$ cat src/rtl/pois_histogram.sv
// rtl/pois_histogram.sv - block-RAM histogram of a fixed-length run of Poisson samples
// Clears all bins, accumulates N samples through a forwarded read-modify-write pipe, then serves reads.
module pois_histogram #(
  parameter int DELAY = 1,
  parameter int BIN_W = 6,
  parameter int CNT_W = 16
) (
  input  logic             CLK,
  input  logic             RESET_N,
  input  logic             START,
  input  logic [23:0]      NSAMPLES,
  input  logic             VALID,
  input  logic [9:0]       SAMPLE,
  input  logic             RD_EN,
  input  logic [BIN_W-1:0] RD_ADDR,
  output logic [CNT_W-1:0] RD_DATA,
  output logic             RD_VALID,
  output logic             BUSY,
  output logic             DONE,
  output logic             SATURATED,
  output logic [23:0]      TAKEN
);

  localparam int               NBINS      = 1 << BIN_W;
  localparam logic [BIN_W-1:0] OVF_BIN    = '1;
  localparam logic [9:0]       OVF_SAMPLE = 10'(NBINS - 1);
  localparam logic [CNT_W-1:0] CNT_MAX    = '1;

  typedef enum logic [1:0] {S_IDLE, S_CLEAR, S_ACCUM, S_DONE} state_t;

  state_t           state_q, state_d;
  logic [23:0]      nsamp_q, nsamp_d;
  logic [23:0]      taken_q, taken_d;
  logic             sat_q, sat_d;
  logic [BIN_W-1:0] clr_addr_q, clr_addr_d;
  logic             rd_valid_q;

  logic             s1_v_q, s2_v_q, s3_v_q;
  logic [BIN_W-1:0] s1_bin_q, s2_bin_q, s3_bin_q;
  logic [CNT_W-1:0] s2_cnt_q, s3_cnt_q;

  logic [CNT_W-1:0] mem_q [NBINS];
  logic [CNT_W-1:0] ram_q;

  logic             accept;
  logic [BIN_W-1:0] s0_bin;
  logic [CNT_W-1:0] old_cnt, new_cnt;
  logic             sat_hit;
  logic             we;
  logic [BIN_W-1:0] waddr, raddr;
  logic [CNT_W-1:0] wdata;
  logic             unused_delay;

  assign unused_delay = (DELAY != 0);

  assign accept = (state_q == S_ACCUM) && VALID && (taken_q != nsamp_q);
  assign s0_bin = (SAMPLE < OVF_SAMPLE) ? SAMPLE[BIN_W-1:0] : OVF_BIN;

  // RAM is read-first: the write in flight (s2) and the one just committed (s3)
  // are both invisible to a read issued alongside them, so forward from them.
  always_comb begin
    old_cnt = ram_q;
    if (s2_v_q && (s2_bin_q == s1_bin_q))      old_cnt = s2_cnt_q;
    else if (s3_v_q && (s3_bin_q == s1_bin_q)) old_cnt = s3_cnt_q;
    new_cnt = (old_cnt == CNT_MAX) ? old_cnt : old_cnt + 1'b1;
    sat_hit = s1_v_q && (old_cnt == CNT_MAX);
  end

  assign we    = (state_q == S_CLEAR) || s2_v_q;
  assign waddr = (state_q == S_CLEAR) ? clr_addr_q : s2_bin_q;
  assign wdata = (state_q == S_CLEAR) ? '0 : s2_cnt_q;
  assign raddr = (state_q == S_DONE) ? RD_ADDR : s0_bin;

  always_ff @(posedge CLK) begin
    if (we) mem_q[waddr] <= wdata;
    ram_q <= mem_q[raddr];
  end

  always_comb begin
    state_d    = state_q;
    nsamp_d    = nsamp_q;
    taken_d    = taken_q;
    sat_d      = sat_q | sat_hit;
    clr_addr_d = clr_addr_q;
    unique case (state_q)
      S_IDLE, S_DONE: begin
        if (START) begin
          nsamp_d    = NSAMPLES;
          taken_d    = '0;
          sat_d      = 1'b0;
          clr_addr_d = '0;
          state_d    = S_CLEAR;
        end
      end
      S_CLEAR: begin
        clr_addr_d = clr_addr_q + 1'b1;
        if (clr_addr_q == OVF_BIN) state_d = (nsamp_q == '0) ? S_DONE : S_ACCUM;
      end
      S_ACCUM: begin
        if (accept) taken_d = taken_q + 24'd1;
        // Final write commits on this same edge when s1 is empty.
        if ((taken_q == nsamp_q) && !s1_v_q) state_d = S_DONE;
      end
      default: state_d = S_IDLE;
    endcase
  end

  always_ff @(posedge CLK or negedge RESET_N) begin
    if (!RESET_N) begin
      state_q    <= S_IDLE;
      nsamp_q    <= '0;
      taken_q    <= '0;
      sat_q      <= 1'b0;
      clr_addr_q <= '0;
      rd_valid_q <= 1'b0;
      s1_v_q     <= 1'b0;
      s2_v_q     <= 1'b0;
      s3_v_q     <= 1'b0;
      s1_bin_q   <= '0;
      s2_bin_q   <= '0;
      s3_bin_q   <= '0;
      s2_cnt_q   <= '0;
      s3_cnt_q   <= '0;
    end else begin
      state_q    <= state_d;
      nsamp_q    <= nsamp_d;
      taken_q    <= taken_d;
      sat_q      <= sat_d;
      clr_addr_q <= clr_addr_d;
      rd_valid_q <= RD_EN && (state_q == S_DONE);
      s1_v_q     <= accept;
      s1_bin_q   <= s0_bin;
      s2_v_q     <= s1_v_q;
      s2_bin_q   <= s1_bin_q;
      s2_cnt_q   <= new_cnt;
      s3_v_q     <= s2_v_q;
      s3_bin_q   <= s2_bin_q;
      s3_cnt_q   <= s2_cnt_q;
    end
  end

  assign RD_DATA   = rd_valid_q ? ram_q : '0;
  assign RD_VALID  = rd_valid_q;
  assign BUSY      = (state_q == S_CLEAR) || (state_q == S_ACCUM);
  assign DONE      = (state_q == S_DONE);
  assign SATURATED = sat_q;
  assign TAKEN     = taken_q;

endmodule

$ cat config.mk
export PLATFORM = sky130hd
export DESIGN_NAME = pois_histogram
export DESIGN_NICKNAME = d
export VERILOG_FILES = /design/src/rtl/pois_histogram.sv
export SDC_FILE = /design/constraint.sdc
export NUM_CORES = 2
export LEC_CHECK = 0
export CAP_MARGIN = 20
export CORE_UTILIZATION = 62
export DETAILED_ROUTE_END_ITERATION = 8
export PLACE_DENSITY = 0.81
export SLEW_MARGIN = 40
export SYNTH_ARGS = -nofsm -noshare
export SYNTH_HDL_FRONTEND = slang
export SYNTH_SLANG_ARGS = --single-unit
$ cat constraint.sdc
create_clock -name CLK -period 4.3 [get_ports CLK]
set_input_delay 1.075 -clock CLK [delete_from_list [all_inputs] [get_ports CLK]]
set_output_delay 1.075 -clock CLK [all_outputs]
set_load 0.005 [all_outputs]
## Word-level counts from Yosys, hierarchy flattened

Memories as Yosys holds them, arrays and structs flattened. A register that Yosys moved wholly into a read port is not among the register bits.
Index checks and enable logic that the tools add are counted.

| storage, ports and cells | value |
|---|---|
| register bits | 111 |
| memories kept | 1 |
| bits in writable memories | 1024 |
| output and inout port bits | 44 |

| cells by class | value |
|---|---|
| magnitude comparators | 1 |
| reduce and logical (&&, ||, !) cells | 19 |
| eq/ne operators | 13 |
| add/subtract/negate cells | 3 |
| bitwise operators | 1 |
| multiplexer cells | 22 |

Memories:

| name | depth | bits a word | read ports | clocked after memory_dff | write ports | RTL line | text |
|---|---|---|---|---|---|---|---|
| mem_q | 64 | 16 | 1 | 1 | 1 | 42 | `logic [CNT_W-1:0] mem_q [NBINS];` |

Operators with widths:

| cell | number |
|---|---|
| $mux 16 | 5 |
| $mux 24 | 2 |
| $pmux 24 s2 | 1 |
| $add 24x1->24 const B | 1 |
| $eq 24x24->1 | 1 |
| $logic_not 24->1 | 1 |
| $mux 6 | 4 |
| $ne 24x24->1 | 1 |
| $add 16x1->16 const B | 1 |
| $eq 16x16->1 const B | 1 |
| $eq 6x6->1 | 2 |
| $pmux 6 s2 | 1 |
| $lt 10x6->1 const B | 1 |
| $logic_and 1x1->1 | 7 |
| $add 6x1->6 const B | 1 |
| $eq 6x6->1 const B | 1 |
| $mux 2 | 3 |
| $pmux 2 s3 | 1 |
| $reduce_and 3->1 | 2 |
| $mux 1 | 5 |
| $eq 2x2->1 const B | 2 |
| $ne 2x1->1 const B | 2 |
| $ne 2x2->1 const B | 2 |
| $reduce_and 2->1 | 2 |
| 7 further kinds | 9 |

## Logic depth before layout (Yosys ltp)

| depth | value |
|---|---|
| depth after elaboration | 9 |
| depth in mapped cells | 13 |
| depth with buffers taken out | 10 |

## Least setup slack after synthesis

OpenSTA, ideal clock, no wires.

| path | value |
|---|---|
| kind | input port to flip-flop |
| start point | input SAMPLE[9] |
| end point | register ram_q[5], read port of mem_q |
| library setup time | 0.120 ns |
| arrival time | 3.276 ns |
| cell stages on the path | 9 |
| path slack | 0.904 ns |
| path through | nor4_4 > nand2b_1 > mux2i_1 > buf_2 > buf_4 > mux4_2 > a22oi_1 > nand4_1 > or2_1 |

| on the way | value |
|---|---|
| cells in the longest elaborated chain, start to end | 3 |

RTL lines:

| what | RTL line | text |
|---|---|---|
| from (decl) | 13 | `input logic [9:0] SAMPLE,` |
| $lt 10x6->1 | 57 | `assign s0_bin = (SAMPLE < OVF_SAMPLE) ? SAMPLE[BIN_W-1:0] : OVF_BIN;` |
| $mux 6 | 57 |  |
| named net s0_bin[0] | 46 | `logic [BIN_W-1:0] s0_bin;` |
| $mux 6 | 72 | `assign raddr = (state_q == S_DONE) ? RD_ADDR : s0_bin;` |
| to (decl) | 43 | `logic [CNT_W-1:0] ram_q;` |

The timed path passes the listed nets, and every way through them passes these cells.
A chain may end at the register's enable or synchronous reset.

## Worst setup path after layout

| path | value |
|---|---|
| start point | input SAMPLE[9] |
| end point | register ram_q[15], read port of mem_q |

Same word-level chain as after synthesis.

==> results.txt <==
The tool flagged a number of max-cap violations equal to 0. The number of hold buffers added after CTS is 0. The area enclosed by the die boundary came out at 0.0737 mm^2. Of the total synthesized cell area, the portion taken by AND, OR, NAND and NOR gates is 0.0430.

After synthesis, the largest family of logic cells by area is multiplexers. The final period demand of the worst path is 4.13 ns. The count of nets left with antenna violations once routing finished came out at 0. The largest total area in the synthesized netlist belongs to edfxtp_1. The finished layout holds 3,635 standard cells, fillers aside.

The synthesis-to-finish area growth is 16.5%. The number of buffers inserted by port buffering is 88. The reported leakage power came out at 0.0174 uW. The max-slew violation total from the final report is 0.

The number of instances in the synthesized netlist came out at 2,262. The width of the die came out at 271 um. The post-synthesis average cell area is 19.9 um^2. The final clock skew is 0.0419 ns. The core region is 0.0716 mm^2. The global-route wire length before repair is 178,000 um.

The initial antenna violation count came out at 2. The number of sinks on the clock net came out at 1,151. The wire length after detailed routing came out at 123,000 um. The I/O pin count is 89.

The adder-cell area share of the yosys netlist came out at 0.00167. The relative slew slack is 0.422. The HPWL after detailed placement came out at 72,200 um.

Setup slack closes at 0.173 ns. The multiplexer area fraction after synthesis is 0.138. By area the synthesized netlist is led by edfxtp_1 68%, mux4_2 13%, dfrtp_1 6.2%. The per-cell via count in the routed design came out at 7.06.

The longest clock path from root to sink contains 3 buffers. Clock-pin slew was measured on the worst setup and hold paths at 0.07 ns. The via count of the first global-routing pass is 25.6k. The share of the clock period used by the worst path is 0.960. The share of synthesized registers carrying an async set or reset came out at 0.0964. The average wire length per cell after detail routing is 33.9 um. The share of cells above drive strength 1 is 0.266. The element type at the critical path start is a primary input.

The number of rows in the core area came out at 98. In this run the vertical extent of the chip is 271 um. The class of the tightest hold or removal check is reg -> reg. The largest net degree at the start of global routing is 65. The final count of hold timing violations is 0.

The combined area of all synthesized cells is 0.0450 mm^2. The most numerous cell in the Yosys netlist is edfxtp_1. The type of the setup path with the least slack is in -> reg. The total congestion overflow after global routing came out at 0. Timing analysis after detailed placement gives a worst setup slack of -0.439 ns. The post-synth net total came out at 2,313. The run finished with clean final reports. The largest fanout on the critical path is 19. The worst setup path is captured at a flop. The starting DRC count in detailed routing is 4,055.

The overall via count from detail_route came out at 25.7k. Setup repair after global routing left no endpoint under its margin. In this run, CTS created clock tree buffers numbering 107. The peak supply drop came out at 631 uV. CTS placed an instance of clkbuf_16 at the clock tree root. The number of DRC violations after detailed routing is 0.

The final RePlAce weighted congestion came out at 0.964. At the later pin of the worst-skew pair, clock insertion delay measures 0.69 ns. The area share of the leading cell type in the synthesized netlist is 0.683.

The total routing usage reported by global routing is 0.340. After clock tree synthesis, the repair step resized 0 gates. The post-route worst hold slack came out at 0.403 ns. The commonest register cell after synthesis is edfxtp_1. The number of enable flip-flop cells after synthesis came out at 1,024. The number of warning messages in the yosys log is 0. The power density over cell area came out at 638 mW/mm^2.

The number of distinct standard cells referenced by the synthesized netlist came out at 69. The post-synthesis xor/xnor area fraction is 0.00934. The total cell area at the placement stage came out at 0.0487 mm^2. The buffer count from post-CTS setup fixing came out at 0. For this run, the top clock speed supported by timing is 0.242 GHz. Data on the critical path arrives at its endpoint at 4.68 ns. TritonCTS built the clock tree. After detailed placement, the design holds a cell count of 3,428. At the pin with the least slew margin, the transition time is 0.867 ns.

Of the synthesized area, sequential elements account for 0.752. The post-synthesis compound-gate area fraction is 0.0421. The endpoint required time on the critical path came out at 4.85 ns. The post-route cell area came out at 0.0524 mm^2. Sorting the synthesized cells by how often they occur yields 1,024 x edfxtp_1, 256 x mux4_2, 128 x a22oi_1, 111 x dfrtp_1, 103 x nor2_1. The first detailed-routing pass took 6 iterations. The number of nets in the final layout came out at 2,639. In this run, synthesis produced a sequential element count of 1,151. Setup violations remaining at the end of the flow were counted as 0. The H-tree was split into 3 levels.

The effective utilization at floorplan is 0.629.
==> registers in the layout (all words and copies together) (netlist names) <==
name and count:
s2_bin_q 6, state_q 2, s1_bin_q 6, s3_cnt_q 16, ram_q 16, nsamp_q 24, s3_v_q 1, TAKEN 24
s3_bin_q 6, mem_q 1024, s2_cnt_q 16, s1_v_q 1, clr_addr_q 6, RD_VALID 1, SATURATED 1, s2_v_q 1
==> layer usage <==
layer | up-vias | global-route usage | wire (um)
met5 | - | 0 | 0
met4 | 0 | 0.150 | 5790
met3 | 341 | 0.0703 | 15800
met2 | 2194 | 0.526 | 57700
met1 | 13104 | 0.475 | 43800
li1 | 10030 | - | -
==> area by class of cell <==
class	count	area, um^2
Sequential cell	1151	33800
Fill cell	3857	19200
Multi-Input combinational cell	991	10700
Timing Repair Buffer	320	2910
Clock buffer	136	2850
Tap cell	950	1190
Clock inverter	65	831
Inverter	17	63.8
Antenna cell	5	12.5
==> through the flow <==
step | TNS, ns | total power (uW) | utilization
floorplan | 0 | 19600 | -
global placement | -1.90 | 22800 | 0.679
detailed placement | -2.47 | 23200 | 0.680
CTS | 0 | 33200 | 0.731
global route | 0 | 34200 | 0.732
finish | 0 | 33500 | 0.732
==> layout by cell type (no fill, tap or decap), drive strengths merged, types with 6 or more instances in the layout <==
master | synthesis | layout
and3 | 14 | 14
bufinv | 0 | 18
nand3 | 35 | 35
o31ai | 13 | 13
dfrtp | 111 | 111
nand2b | 11 | 11
nand4 | 42 | 42
a21oi | 25 | 25
xor2 | 26 | 26
nand2 | 61 | 61
mux4 | 256 | 256
buf | 65 | 233
or2 | 18 | 18
o21ai | 33 | 33
clkdlybuf4s50 | 0 | 87
clkbuf | 38 | 136
edfxtp | 1024 | 1024
or4 | 10 | 10
xnor2 | 22 | 22
inv | 17 | 21
clkinvlp | 0 | 11
nor4 | 15 | 15
clkinv | 0 | 32
a31oi | 16 | 16
nor3 | 13 | 13
a22oi | 128 | 128
mux2i | 13 | 13
nor2 | 104 | 104
mux2 | 29 | 29
ha | 6 | 6
nor2b | 17 | 17
dfxtp | 16 | 16
and2 | 19 | 19
==> critical path, stage by stage <==
cell	delay, ns
clkdlybuf4s50_1	0.47
nor4_4	0.38
nand2b_1	0.16
mux2i_4	0.23
buf_12	0.19
buf_12	0.21
buf_4	0.16
buf_4	0.17
mux4_2	0.52
a22oi_1	0.27
nand4_1	0.42
or2_1	0.39
==> worst paths after layout <==
path / start / endpoint / slack, ns / cells past startpoint
max: SAMPLE[9] / ram_q[15] / 0.17 / 12
min: s2_cnt_q[15] / s3_cnt_q[15] / 0.40 / 0
max reg2reg: s2_bin_q[2] / s2_cnt_q[14] / 0.74 / 10
min reg2reg: s2_cnt_q[15] / s3_cnt_q[15] / 0.40 / 0
max in group asynchronous: RESET_N / nsamp_q[23] / 3.07 / 2
min in group asynchronous: RESET_N / TAKEN[11] / 0.45 / 1
==> power breakdown <==
part           total, uW  switching, uW  internal (uW)
Sequential         15300            671          14700
Combinational       8120           5310           2810
Clock              10000           4220           5790
==> kinds of logic after synthesis <==
| kind of cell | Yosys count |
|---|---|
| compound gates | 266 |
| xor+xnor | 48 |
| fa+ha+maj | 6 |
| buf+inv | 120 |
| flops | 1151 |
| mux | 298 |
| simple gates | 373 |
No activity file was read; power rests on OpenSTA's default activity.
